--- config.mk ---
export PLATFORM = sky130hd
export DESIGN_NAME = timer_dev_flat
export DESIGN_NICKNAME = d
export VERILOG_FILES = /design/src/rtl/timer_dev_if.sv /design/src/rtl/timer_dev.sv /design/src/flat_wrapper.sv
export SDC_FILE = /design/constraint.sdc
export NUM_CORES = 1
export LEC_CHECK = 0
export ABC_CLOCK_PERIOD_IN_PS = 3700
export BUFFER_PORTS_ARGS = -buffer_cell sky130_fd_sc_hd__buf_2
export CAP_MARGIN = 40
export CORE_ASPECT_RATIO = 2
export CORE_MARGIN = 4
export CORE_UTILIZATION = 60
export DETAILED_ROUTE_END_ITERATION = 16
export GPL_TIMING_DRIVEN = 0
export PLACE_DENSITY = 0.85
export SLEW_MARGIN = 0
export SYNTH_ARGS = -nofsm -noshare
export SYNTH_HDL_FRONTEND = slang
export SYNTH_SLANG_ARGS = --single-unit
--- constraint.sdc ---
create_clock -name clk -period 3.7 [get_ports clk]
set_input_delay 0.74 -clock clk [delete_from_list [all_inputs] [get_ports clk]]
set_output_delay 0.74 -clock clk [all_outputs]
set_load 0.01 [all_outputs]
--- src/rtl/timer_dev_if.sv ---
// timer_dev_if: word-wide load/store bus between the bridge (master) and the
// countdown timer (slave). The bridge has already decoded the device address.
interface timer_dev_if;
  logic        we;
  logic [1:0]  addr;
  logic [31:0] wd;
  logic [31:0] rd;
  logic        irq;

  modport master (
    output we,
    output addr,
    output wd,
    input  rd,
    input  irq
  );

  modport slave (
    input  we,
    input  addr,
    input  wd,
    output rd,
    output irq
  );
endinterface

--- src/rtl/timer_dev.sv ---
// timer_dev: memory-mapped countdown timer with one-shot and auto-reload modes.
// Registers: 0 CTRL {IM, MODE[1:0], EN}, 1 PRESET, 2 COUNT (RO), 3 reserved.
// Reads are combinational from addr; writes land on the next rising edge.
module timer_dev #(
  parameter int CNT_W = 32
) (
  input  logic       clk,
  input  logic       rst,
  timer_dev_if.slave bus
);

  typedef enum logic [1:0] {
    ST_IDLE = 2'd0,
    ST_LOAD = 2'd1,
    ST_CNT  = 2'd2,
    ST_INT  = 2'd3
  } state_t;

  localparam logic [CNT_W-1:0] CNT_ONE  = CNT_W'(32'd1);
  localparam logic [CNT_W-1:0] CNT_ZERO = CNT_W'(32'd0);

  state_t           state_r;
  state_t           state_next_s;
  logic [3:0]       ctrl_r;
  logic [CNT_W-1:0] preset_r;
  logic [CNT_W-1:0] count_r;
  logic             flag_r;

  logic             ctrl_en_s;
  logic [1:0]       mode_s;
  logic             im_s;
  logic             wr_ctrl_s;
  logic             wr_preset_s;

  // datapath controls decoded from the current state
  logic             load_s;
  logic             dec_s;
  logic             expire_s;
  logic             reload_s;
  logic             en_clr_s;

  logic [31:0]      rd_s;

  assign ctrl_en_s   = ctrl_r[0];
  assign mode_s      = ctrl_r[2:1];
  assign im_s        = ctrl_r[3];
  assign wr_ctrl_s   = bus.we & (bus.addr == 2'd0);
  assign wr_preset_s = bus.we & (bus.addr == 2'd1);

  // State register
  always_ff @(posedge clk or negedge rst) begin
    if (!rst) begin
      state_r <= ST_IDLE;
    end else begin
      state_r <= state_next_s;
    end
  end

  // Next-state selection; the EN check in CNT takes priority over expiry
  always_comb begin
    state_next_s = state_r;
    case (state_r)
      ST_IDLE: begin
        if (ctrl_en_s) begin
          state_next_s = ST_LOAD;
        end else begin
          state_next_s = ST_IDLE;
        end
      end
      ST_LOAD: state_next_s = ST_CNT;
      ST_CNT: begin
        if (!ctrl_en_s) begin
          state_next_s = ST_IDLE;
        end else if (count_r > CNT_ONE) begin
          state_next_s = ST_CNT;
        end else begin
          state_next_s = ST_INT;
        end
      end
      ST_INT: begin
        // modes 2 and 3 fall back to one-shot behaviour
        if (mode_s == 2'd1) begin
          state_next_s = ST_LOAD;
        end else begin
          state_next_s = ST_IDLE;
        end
      end
      default: state_next_s = ST_IDLE;
    endcase
  end

  // Per-state datapath controls
  always_comb begin
    load_s   = 1'b0;
    dec_s    = 1'b0;
    expire_s = 1'b0;
    reload_s = 1'b0;
    en_clr_s = 1'b0;
    case (state_r)
      ST_IDLE: load_s = 1'b0;
      ST_LOAD: load_s = 1'b1;
      ST_CNT: begin
        if (!ctrl_en_s) begin
          dec_s = 1'b0;
        end else if (count_r > CNT_ONE) begin
          dec_s = 1'b1;
        end else begin
          expire_s = 1'b1;
        end
      end
      ST_INT: begin
        if (mode_s == 2'd1) begin
          reload_s = 1'b1;
        end else begin
          en_clr_s = 1'b1;
        end
      end
      default: load_s = 1'b0;
    endcase
  end

  // CTRL register; a CPU write beats the one-shot EN auto-clear
  always_ff @(posedge clk or negedge rst) begin
    if (!rst) begin
      ctrl_r <= 4'd0;
    end else if (wr_ctrl_s) begin
      ctrl_r <= bus.wd[3:0];
    end else if (en_clr_s) begin
      ctrl_r[0] <= 1'b0;
    end else begin
      ctrl_r <= ctrl_r;
    end
  end

  // PRESET register; only sampled into COUNT on entry to LOAD
  always_ff @(posedge clk or negedge rst) begin
    if (!rst) begin
      preset_r <= CNT_ZERO;
    end else if (wr_preset_s) begin
      preset_r <= bus.wd[CNT_W-1:0];
    end else begin
      preset_r <= preset_r;
    end
  end

  // COUNT register: load, decrement, or park at zero on expiry
  always_ff @(posedge clk or negedge rst) begin
    if (!rst) begin
      count_r <= CNT_ZERO;
    end else if (load_s) begin
      count_r <= preset_r;
    end else if (dec_s) begin
      count_r <= count_r - CNT_ONE;
    end else if (expire_s) begin
      count_r <= CNT_ZERO;
    end else begin
      count_r <= count_r;
    end
  end

  // Interrupt flag: expiry sets it and wins over any same-edge clear
  always_ff @(posedge clk or negedge rst) begin
    if (!rst) begin
      flag_r <= 1'b0;
    end else if (expire_s) begin
      flag_r <= 1'b1;
    end else if (wr_ctrl_s | wr_preset_s | reload_s) begin
      flag_r <= 1'b0;
    end else begin
      flag_r <= flag_r;
    end
  end

  // Zero-wait read mux, narrower registers zero-extended
  always_comb begin
    rd_s = 32'd0;
    case (bus.addr)
      2'd0: rd_s[3:0] = ctrl_r;
      2'd1: rd_s[CNT_W-1:0] = preset_r;
      2'd2: rd_s[CNT_W-1:0] = count_r;
      default: rd_s = 32'd0;
    endcase
  end

  assign bus.rd  = rd_s;
  assign bus.irq = im_s & flag_r;

endmodule

--- src/flat_wrapper.sv ---
// flat-port wrapper written by rule: the top's interface ports become plain ports
module timer_dev_flat 
#(
  parameter int CNT_W = 32
)
  (clk, rst, bus_we, bus_addr, bus_wd, bus_rd, bus_irq);
  timer_dev_if bus_i ();
  input  logic clk;
  input  logic rst;
  input wire logic [$bits(bus_i.we)-1:0] bus_we;
  input wire logic [$bits(bus_i.addr)-1:0] bus_addr;
  input wire logic [$bits(bus_i.wd)-1:0] bus_wd;
  output wire logic [$bits(bus_i.rd)-1:0] bus_rd;
  output wire logic [$bits(bus_i.irq)-1:0] bus_irq;
  assign bus_i.we = bus_we;
  assign bus_i.addr = bus_addr;
  assign bus_i.wd = bus_wd;
  assign bus_rd = bus_i.rd;
  assign bus_irq = bus_i.irq;
  timer_dev #(.CNT_W(CNT_W)) u_core (.clk(clk), .rst(rst), .bus(bus_i));
endmodule
After elaboration in Yosys (flattened, before gate mapping)
Index checks and enable logic that the tools add are counted.
- register bits after elaboration: 71
- output and inout bits: 33
- eq/ne operators: 6
- multiplexer cells: 25
- order comparisons: 1
- add/sub/neg operators: 1
- bitwise operators: 5
- reduce and logical (&&, ||, !) cells: 5
- operators by type and width (cell ; number):
    2-to-1 mux 32 bit ; 3
    case mux 28 bit (2 select lines) ; 1
    greater-than comparator 32 x 1 -> 1 bit (second input constant) ; 1
    subtractor 32 x 1 -> 32 bit (second input constant) ; 1
    2-to-1 mux 1 bit ; 18
    case mux 4 bit (3 select lines) ; 1
    case mux 2 bit (4 select lines) ; 1
    equality test 2 x 1 -> 1 bit (second input constant) ; 3
    equality test 2 bit (second input constant) ; 3
    logical NOT 2 bit ; 2
    nonzero test 2 bit ; 2
    AND 1 bit ; 3
    nonzero test 3 bit ; 1
    2-to-1 mux 2 bit ; 1
    OR 1 bit ; 2

Longest topological paths before layout
Gate-level depths: netlist (run 1).
- depth in word-level cells: 7
- gate-level depth with buffers: 8
- depth with buffers taken out: 7

Least setup slack after synthesis (run 1)
OpenSTA, ideal clock, no wires.
- path kind: input to output
- start: input bus_addr[1]
- end: output bus_rd[0]
- path slack: 1273 ps
- arrival time: 1687 ps
- path buffers: 2
- cell stages on the path: 6
- cell sequence: inv_1 ha_1 clkbuf_1 clkbuf_1 a222oi_1 nor2_1
- word-level cells in the longest chain between the ends: 2
- elaborated cells on any way between the ends: 4
- classes of those cells: eq/ne: 2; mux: 1; reduce/logical: 1
- RTL lines (element ; line ; text):
    from (decl) ; flat_wrapper.sv:11 ; input wire logic [$bits(bus_i.addr)-1:0] bus_addr;
    equality test 2 bit, or another cell as far along ; timer_dev.sv:177 ; case (bus.addr)
    case mux 4 bit (3 select lines) (*) ; timer_dev.sv:177 ;
    to (decl) ; flat_wrapper.sv:13 ; output wire logic [$bits(bus_i.rd)-1:0] bus_rd;
Every way passes the cells marked *; elsewhere a longest branch is shown, timed or not.

Final worst setup path (run 1)
- start: input bus_addr[1]
- end: output bus_rd[30]
- word-level cells in the longest chain between the ends: 2
- elaborated cells on any way between the ends: 3
- classes of those cells: eq/ne: 2; mux: 1
- RTL lines (element ; line):
    equality test 2 bit or equality test 2 x 1 -> 1 bit (tied branches) ; timer_dev.sv:177
    case mux 28 bit (2 select lines) (*) ; timer_dev.sv:177
Marks and branches as above.

==> flow_summary.json, run 1 <==
{
  "outcome": "finished clean",
  "m1WireLength_um": 3950,
  "finalClockSkew_ns": 0.00540,
  "power_mw": 3.35,
  "synth_edf_count": 0,
  "dp_hpwl_um": 8310,
  "cts_root_buf": "clkbuf_16",
  "yosys_warnings": 0,
  "area_growth_pct": 18.4,
  "numClockSinks": 71,
  "clockBufferDepth": 2,
  "design.core.area_mm2": 0.00662,
  "cts_tree": "done",
  "ys_seq_area_share_pct": 43.6,
  "grt_max_degree": 38,
  "wl_met2_um": 6070,
  "maxUsedRoutingLayer": "met4",
  "ys_seq_elements": 71,
  "gp_congestion": 0.954,
  "grt_usage_pct": 30.4,
  "pin_count": 70,
  "drive_gt1_share_pct": 27.2,
  "cts_htree_levels": 3,
  "async_reset_ff_share_pct": 100,
  "clock.fmax_mhz": 328,
  "dieArea_mm2": 0.00825,
  "clock_latency_ns": 0.34,
  "slew_headroom_pct": 37.3,
  "cp_data_arrival_time_ns": 2.31,
  "clk_pin_slew_worst_paths_ns": 0.05,
  "synth_area_per_cell_um2": 10.0,
  "cp_max_fo": 10,
  "finalCritPeriodShare_pct": 82.4,
  "hp-class": "input pin to async pin",
  "post_cts_buffers": 0,
  "cp_data_required_time_ns": 2.96,
  "leakagePower_nw": 2.05,
  "holdBufCountCts": 0,
  "rsz0062_at_grt": "false",
  "p_per_area_mw_per_mm2": 695,
  "timing.setup.tns_ns": 0,
  "crit_type": "input pin to output pin",
  "max_cap_viol_count": 0,
  "syn_inst": 406,
  "synth_top_area_cell": "dfrtp_1",
  "hold_slack_ns": 0.363,
  "synth_nets": 449,
  "die_w_um": 66.3,
  "r2r_setup_slack_ns": 0.92,
  "grt_pass1_wl_um": 19000,
  "fin_nets": 530,
  "vias_per_cell": 6.44,
  "hold_violations": 0,
  "dr.pass1.iters": 5,
  "grt_pass1_vias": 3898,
  "drtIter0Drc": 447,
  "antenna_found_initial": 0,
  "cts_made_buffers": 9,
  "cts_resized": 0,
  "tightest_slew_ns": 0.937,
  "drcViolationCount": 0,
  "synth_top_area_share_pct": 43.6,
  "die_h_um": 125,
  "dr_total_vias": 3734,
  "setup_violations": 0,
  "min_period_ns": 3.05,
  "wl_met3_um": 898,
  "cp-start-kind": "input pin",
  "std_cell_rows": 42,
  "synth_top_flop_cell": "dfrtp_1",
  "drv_slew": 0,
  "globalRouteOverflowTotal": 0,
  "peakVddDrop_v": 0.000445,
  "wire_per_inst_um": 19.8,
  "syn_area_mm2": 0.00407,
  "ant_nets": 0,
  "n_antenna_cell": 0,
  "io_buffer_count": 69,
  "synth_area_leaders": "dfrtp_1, mux2_2, a22oi_1",
  "synth_cell_type_count": 53,
  "wl_um": 11500,
  "initial_utilization_pct": 61.5,
  "cp-end-kind": "output pin"
}
registers in the layout, indices dropped and copies added (netlist names):
signal / count
u_core.count_r: 32
u_core.ctrl_r: 4
u_core.flag_r: 1
u_core.preset_r: 32
u_core.state_r: 2
layout by cell type, fill, tap and decap left out, types with 6 or more instances in the layout:
master     Yosys  final
o21ai_0       11     11
ha_1           6      6
or3_1          9      9
buf_2          0     68
nor3_1        10     10
mux2_2        36     36
or4_1          7      7
nor4_1        13     13
a22oi_1       35     35
nand2_1       22     22
nand4_1        6      6
clkbuf_1      22     27
a21oi_1       11     11
nor2_1        23     23
clkbuf_16      0      9
xnor2_1        7      7
nand3_1       11     11
dfrtp_1       71     71
nor2b_1       31     31
layout make-up:
cell class | instances | area (um2)
plain buffers | 28 | 120
clock buffers | 16 | 272
fillers | 521 | 1800
inverters | 5 | 18.8
multi-input cells | 302 | 2160
flip-flops and latches | 71 | 1780
well taps | 88 | 110
repair buffers | 70 | 368
final timing paths:
check / start / to / cells after the start
min in group clk: u_core.preset_r[9] / u_core.count_r[9] / 2
max in group asynchronous: rst / u_core.preset_r[31] / 2
max: bus_addr[1] / bus_rd[30] / 8
max reg2reg: u_core.count_r[20] / u_core.count_r[28] / 5
min reg2reg: u_core.preset_r[9] / u_core.count_r[9] / 2
min: rst / u_core.preset_r[4] / 1
layer usage:
layer  GRT usage [%]  vias up
met5               0        -
met1            34.6     1785
li1                -     1687
met2            49.0      205
met3            7.22       57
met4            19.6        0
cell families (layout without fill, tap and decap cells):
logic type      count (synthesis)  in the layout  synth area share, %
flops                          71             71                 43.6
mux                            36             36                 9.95
fa+ha+maj                       6              6                 1.84
xor+xnor                        9              9                 1.94
compound gates                 96             96                 17.6
simple gates                  155            155                 21.7
buf+inv                        33            119                 3.41
critical path, cell delays in order:
cell and delay [ns]:
buf_2 0.11, inv_1 0.07, ha_1 0.13, clkbuf_1 0.23, clkbuf_1 0.52, a22oi_1 0.17
nor2b_1 0.17, buf_2 0.15
stage by stage:
stage                     instance area (um2)  cells  util, %  worst slack [ns]
final                                    4820    580     72.8             0.652
after global routing                     4820    580     72.8             0.525
after CTS                                4820    580     72.8             0.705
after detailed placement                 4550    564     68.7             0.713
after global placement                   4530    563     68.4             0.701
after floorplan                          4070    406        -              1.27
power by group:
group,switching (mW),internal (mW),total [mW]
clock,0.306,0.492,0.797
sequential,0.299,1.03,1.33
combinational,0.696,0.525,1.22
total,1.30,2.05,3.35
cell usage after synthesis, types with 3 or more instances:
cell,n
o211ai_1,5
o21ai_0,11
nand3_1,11
and2_1,3
or4_1,7
clkbuf_1,22
nand2_1,22
nor3_1,10
a21oi_1,11
inv_1,5
and3_1,3
a22oi_1,35
a222oi_1,4
o41ai_1,3
nand2b_1,3
dfrtp_1,71
nor4_1,13
nor2b_1,31
nand4_1,6
or2_2,4
ha_1,6
or3_1,9
mux2_2,36
o21ai_2,3
xnor2_1,7
buf_1,3
a21o_1,3
nor2_1,23
o31ai_1,4
(Power assumes the default switching activity.)
==> run 2: changes to the inputs <==
Settings changed: ABC_AREA from default to 1, ABC_CLOCK_PERIOD_IN_PS 3700 to 2600, CORE_UTILIZATION 60 to 52, PLACE_DENSITY 0.85 to 0.77.
Clock period 3.7 ns to 2.6 ns, I/O delays scaled along.
==> flow_summary.json, run 2 <==
{
  "switching_share_pct": 42.1,
  "gp_congestion": 0.977,
  "drcViolationCount": 0,
  "syn_area_mm2": 0.00454,
  "p_int_mw": 3.28,
  "synth_area_leaders": "dfrtp_1, nand2_1, nor2_1",
  "path_buf_inv": 5,
  "setup_violations": 0,
  "dr.pass1.iters": 5,
  "clk_pin_slew_worst_paths_ns": 0.06,
  "rsz0062_at_grt": "false",
  "drtIter0Drc": 223,
  "wl_um": 13900,
  "peakVddDrop_v": 0.000625,
  "finalCritPeriodShare_pct": 95.9,
  "initial_utilization_pct": 52.9,
  "hold_violations": 0,
  "clock_latency_ns": 0.34,
  "cpLargestDelayFamily": "buffers and inverters",
  "std_cell_rows": 48,
  "r2r_setup_slack_ns": 0.54,
  "synth_common_cells": "nand2_1, dfrtp_1, nor2_1",
  "leakagePower_nw": 2.76,
  "maxUsedRoutingLayer": "met4",
  "reg2reg_to": "u_core.count_r[23]",
  "ant_nets": 0,
  "grt_pass1_wl_um": 22100,
  "synth_nets": 677,
  "area_growth_pct": 18.6,
  "critical_path.cell_chain": "buf_2, inv_1, ha_1, clkbuf_1, nand2_1, nand3_1, nand2_1, inv_1, buf_2",
  "async_reset_ff_share_pct": 100,
  "p_comb_share_pct": 40.8,
  "cp-end-kind": "output pin",
  "vias_per_cell": 5.42,
  "cts_htree_levels": 3,
  "reg.largest.list": "u_core.count_r: 32 flops, u_core.preset_r: 32 flops, u_core.ctrl_r: 4 flops",
  "fin_nets": 758,
  "placed_cell_area_mm2": 0.00504,
  "dr_total_vias": 4436,
  "p_per_area_mw_per_mm2": 1050,
  "grt_pass1_vias": 4437,
  "globalRouteOverflowTotal": 0,
  "cp_data_arrival_time_ns": 1.97,
  "syn_inst": 634,
  "p_seq_share_pct": 34.3,
  "cp-start-kind": "input pin",
  "slew_headroom_pct": 59.2,
  "die_h_um": 140,
  "cts_root_buf": "clkbuf_16",
  "synth_top_area_share_pct": 39.1,
  "design_area_mm2": 0.00539,
  "n_antenna_cell": 0,
  "final_cell_mix": "nand2_1, buf_2, dfrtp_1",
  "post-route-util_pct": 62.7,
  "grt_usage_pct": 28.3,
  "slowest_delay_ns": 0.51,
  "wl_met3_um": 699,
  "grt_max_degree": 54,
  "drive_gt1_share_pct": 20.3,
  "pin_count": 70,
  "dp_hpwl_um": 10800,
  "crit_type": "input pin to output pin",
  "synth_cell_type_count": 29,
  "layout_commonest_cell": "nand2_1",
  "dieArea_mm2": 0.0104,
  "drv_slew": 0,
  "yosys_warnings": 0,
  "synth_top_area_cell": "dfrtp_1",
  "m1WireLength_um": 4800,
  "synth_top_flop_cell": "dfrtp_1",
  "power_frac_clock_pct": 24.9,
  "synth_area_per_cell_um2": 7.16,
  "synth_edf_count": 0,
  "wl_met2_um": 7900,
  "worstReg2RegStart": "u_core.count_r[0]",
  "cpMaxStageDelayCell": "clkbuf_1",
  "min_period_ns": 2.49,
  "cts_made_buffers": 9,
  "max_cap_viol_count": 0,
  "cp_data_required_time_ns": 2.08,
  "power.net_switching_mw": 2.39,
  "numClockSinks": 71,
  "wire_per_inst_um": 17.0,
  "synth_most_common_cell": "nand2_1",
  "clockBufferDepth": 2,
  "hold_slack_ns": 0.0519,
  "cts_tree": "done",
  "finalClockSkew_ns": 0.00840,
  "antenna_found_initial": 0,
  "io_buffer_count": 69,
  "cp_max_fo": 10,
  "design.core.area_mm2": 0.00859,
  "ys_seq_area_share_pct": 39.1,
  "hp-class": "input pin to async pin",
  "clock.fmax_mhz": 401,
  "ff2ff_path_depth": 10,
  "tightest_slew_ns": 0.613,
  "outcome": "finished clean",
  "ys_seq_elements": 71,
  "die_w_um": 74.1
}
run 2: cells by family after synthesis:
group / synth area share (%)
compound gates: 11.1
xor+xnor: 1.93
fa+ha+maj: 1.65
buf+inv: 8.15
flops: 39.1
mux: 4.46
simple gates: 33.6
run 2: through the flow:
stage | TNS (ns) | power, mW | setup slack (ns) | std cells
4_1_cts | 0 | 5.67 | 0.0296 | 819
2_1_floorplan | 0 | 3.53 | 0.618 | 634
3_3_place_gp | -0.00664 | 4.15 | -0.00664 | 803
3_5_place_dp | -1.23 | 4.24 | -0.0898 | 804
5_1_grt | 0 | 6.06 | 0.0205 | 819
6_report | 0 | 5.67 | 0.105 | 819
run 2: what timing repair did:
item | 4_1_cts | 5_1_grt
hold buffers | 0 | 0
gates resized for setup | 4 | 5
setup buffers | 0 | 0
setup endpoints to repair | 30 | 7
run 2: power groups by stage:
stage	Combinational [mW]	Clock, mW	Sequential [mW]
after floorplan	1.74	0	1.79
after CTS	2.31	1.43	1.93
final	2.31	1.41	1.94
after detailed placement	2.29	0	1.94
after global routing	2.59	1.48	1.99
after global placement	2.22	0	1.93
run 2: worst max-delay path by stage:
stage | depth (start not counted) | end | start | slack [ns]
after floorplan | 6 | bus_rd[10] | bus_addr[1] | 0.62
after global placement | 10 | bus_rd[3] | bus_addr[1] | -0.007
after detailed placement | 8 | bus_rd[7] | bus_addr[1] | -0.09
after CTS | 7 | bus_rd[23] | bus_addr[0] | 0.03
after global routing | 10 | bus_rd[3] | bus_addr[1] | 0.02
final | 9 | bus_rd[3] | bus_addr[0] | 0.11
run 2: final cells by class:
| type | count | area, um2 |
|---|---|---|
| clock inverters | 6 | 110 |
| fillers | 828 | 3200 |
| multi-input cells | 475 | 2390 |
| repair buffers | 70 | 375 |
| plain buffers | 23 | 136 |
| inverters | 65 | 244 |
| well taps | 100 | 125 |
| flip-flops and latches | 71 | 1780 |
| clock buffers | 9 | 225 |
run 2: per-layer routing:
layer	up-vias	global-route usage, %
met5	-	0
met2	146	53.0
met4	0	12.3
met3	39	4.17
met1	2062	29.6
li1	2189	-
==> run 3: changes to the inputs <==
Settings changed: CORE_UTILIZATION 52 to 54, CTS_BUF_LIST from default to sky130_fd_sc_hd__clkbuf_2, MAX_ROUTING_LAYER from default to met4, PLACE_DENSITY 0.77 to 0.79.
==> flow_summary.json, run 3 (synthesis gave the netlist of run 2 again) <==
{
  "drtIter0Drc": 294,
  "min_period_ns": 2.49,
  "finalCritPeriodShare_pct": 95.9,
  "clock_latency_ns": 0.57,
  "whs_path_depth": 2,
  "crit_type": "input pin to output pin",
  "numClockSinks": 71,
  "globalRouteOverflowTotal": 0,
  "cts_root_buf": "clkbuf_2",
  "path_common_cell": "buf_2",
  "layout_commonest_cell": "nand2_1",
  "cp_data_required_time_ns": 2.08,
  "design_area_mm2": 0.00514,
  "vias_per_cell": 5.39,
  "peakVddDrop_v": 0.000500,
  "cts_htree_levels": 3,
  "grt_max_degree": 46,
  "grt_usage_pct": 30.3,
  "ff2ff_path_depth": 10,
  "wire_per_inst_um": 17.2,
  "rsz0062_at_grt": "false",
  "pin_count": 70,
  "grt_pass1_vias": 4478,
  "cp-end-kind": "output pin",
  "clockBufferDepth": 2,
  "cp_max_fo": 10,
  "cp_data_arrival_time_ns": 1.97,
  "ant_nets": 0,
  "grt_pass1_wl_um": 22000,
  "cp-start-kind": "input pin",
  "io_buffer_count": 69,
  "final_cell_mix": "nand2_1, buf_2, dfrtp_1",
  "drcViolationCount": 0,
  "drv_slew": 0,
  "multi_input_area_mm2": 0.00239,
  "dr.pass1.iters": 5,
  "gp_congestion": 0.969,
  "slew_headroom_pct": 56.3,
  "hp-class": "input pin to flop",
  "post-route-util_pct": 62.5,
  "design.core.area_mm2": 0.00823,
  "max_cap_viol_count": 0,
  "cpMaxStageDelayCell": "clkbuf_1",
  "dp_hpwl_um": 10900,
  "cts_tree": "done",
  "slowest_delay_ns": 0.54,
  "cts_made_buffers": 9,
  "die_w_um": 72.9,
  "drive_gt1_share_pct": 20.3,
  "fillCellCount": 767,
  "hold_violations": 0,
  "antenna_found_initial": 1,
  "die_h_um": 138,
  "wl_um": 14100,
  "std_cell_rows": 47,
  "setup_violations": 0,
  "tightest_slew_ns": 0.655,
  "critical_path.cell_chain": "buf_2, inv_1, ha_1, clkbuf_1, nand2_1, a21oi_1, buf_2",
  "dr_total_vias": 4418,
  "finalClockSkew_ns": 0.0373,
  "placed_cell_area_mm2": 0.00504,
  "dieArea_mm2": 0.0100,
  "fin_nets": 759,
  "reg.largest.list": "u_core.count_r: 32 flops, u_core.preset_r: 32 flops, u_core.ctrl_r: 4 flops",
  "initial_utilization_pct": 55.2,
  "register_area_mm2": 0.00178,
  "area_growth_pct": 13.3,
  "post_cts_buffers": 0,
  "clk_pin_slew_worst_paths_ns": 0.23,
  "clock.fmax_mhz": 401,
  "leakagePower_nw": 2.66,
  "outcome": "finished clean",
  "power_mw": 4.79,
  "p_per_area_mw_per_mm2": 932
}
==> run 3: cell count changes in the layout (fill, tap and decap cells not counted), moves of 2 or more <==
cell / delta
bufinv_16: -3
clkbuf_16: -9
clkbuf_2: +11
clkinv_2: +2
==> run 3: critical path, delay by kind of cell <==
kind            cells  cell delay [ns]
buf+inv             4             0.91
compound gates      1             0.17
simple gates        1             0.11
fa+ha+maj           1             0.26
==> run 3: stage by stage <==
stage          TNS, ns  setup slack [ns]  hold WS (ns)  cells
2_1_floorplan        0             0.618         0.224    634
3_3_place_gp         0            0.0262         0.494    801
3_5_place_dp   -0.0298           -0.0298         0.468    802
4_1_cts              0           0.00651         0.133    818
5_1_grt              0            0.0123         0.147    819
6_report             0             0.107         0.156    819
==> run 3: cell type report <==
| type | count | share of cell area, % |
|---|---|---|
| multi-input cells | 475 | 46.6 |
| flip-flops and latches | 71 | 34.5 |
| repair buffers | 71 | 7.49 |
| inverters | 65 | 4.74 |
| plain buffers | 23 | 2.60 |
| well taps | 98 | 2.38 |
| clock buffers | 9 | 0.876 |
| clock inverters | 6 | 0.754 |
| diodes | 1 | 0.0486 |
==> run 3: per-layer routing <==
layer / GRT usage, % / up-vias / wire length [um]
met4: 17.6 / 0 / 784
met1: 30.3 / 2039 / 5050
met5: - / - / 0
met2: 54.7 / 148 / 7630
met3: 3.80 / 50 / 607
li1: - / 2181 / -
==> run 3: final timing paths <==
| check | from | slack [ns] | to |
|---|---|---|---|
| worst max-delay path | bus_addr[0] | 0.11 | bus_rd[27] |
| worst min-delay path | bus_wd[26] | 0.16 | u_core.preset_r[26] |
| worst max register to register | u_core.count_r[0] | 0.51 | u_core.count_r[21] |
| worst min register to register | u_core.ctrl_r[1] | 0.55 | u_core.ctrl_r[1] |
| max in group asynchronous | rst | 1.65 | u_core.count_r[5] |
| min in group asynchronous | rst | 0.37 | u_core.count_r[29] |
==> run 3: report_power, final <==
part           internal [mW]  switching [mW]  leakage, nW
logic                  0.885            1.43         1.75
clock network          0.116           0.420       0.0535
registers               1.46           0.483        0.859
==> run 3: timing repair <==
item	4_1_cts	5_1_grt
endpoints found under the setup margin	2	29
gates cloned	0	0
endpoints found under the hold margin	26	0
pin swaps	0	0
gates resized for setup	1	8
hold buffers	1	0
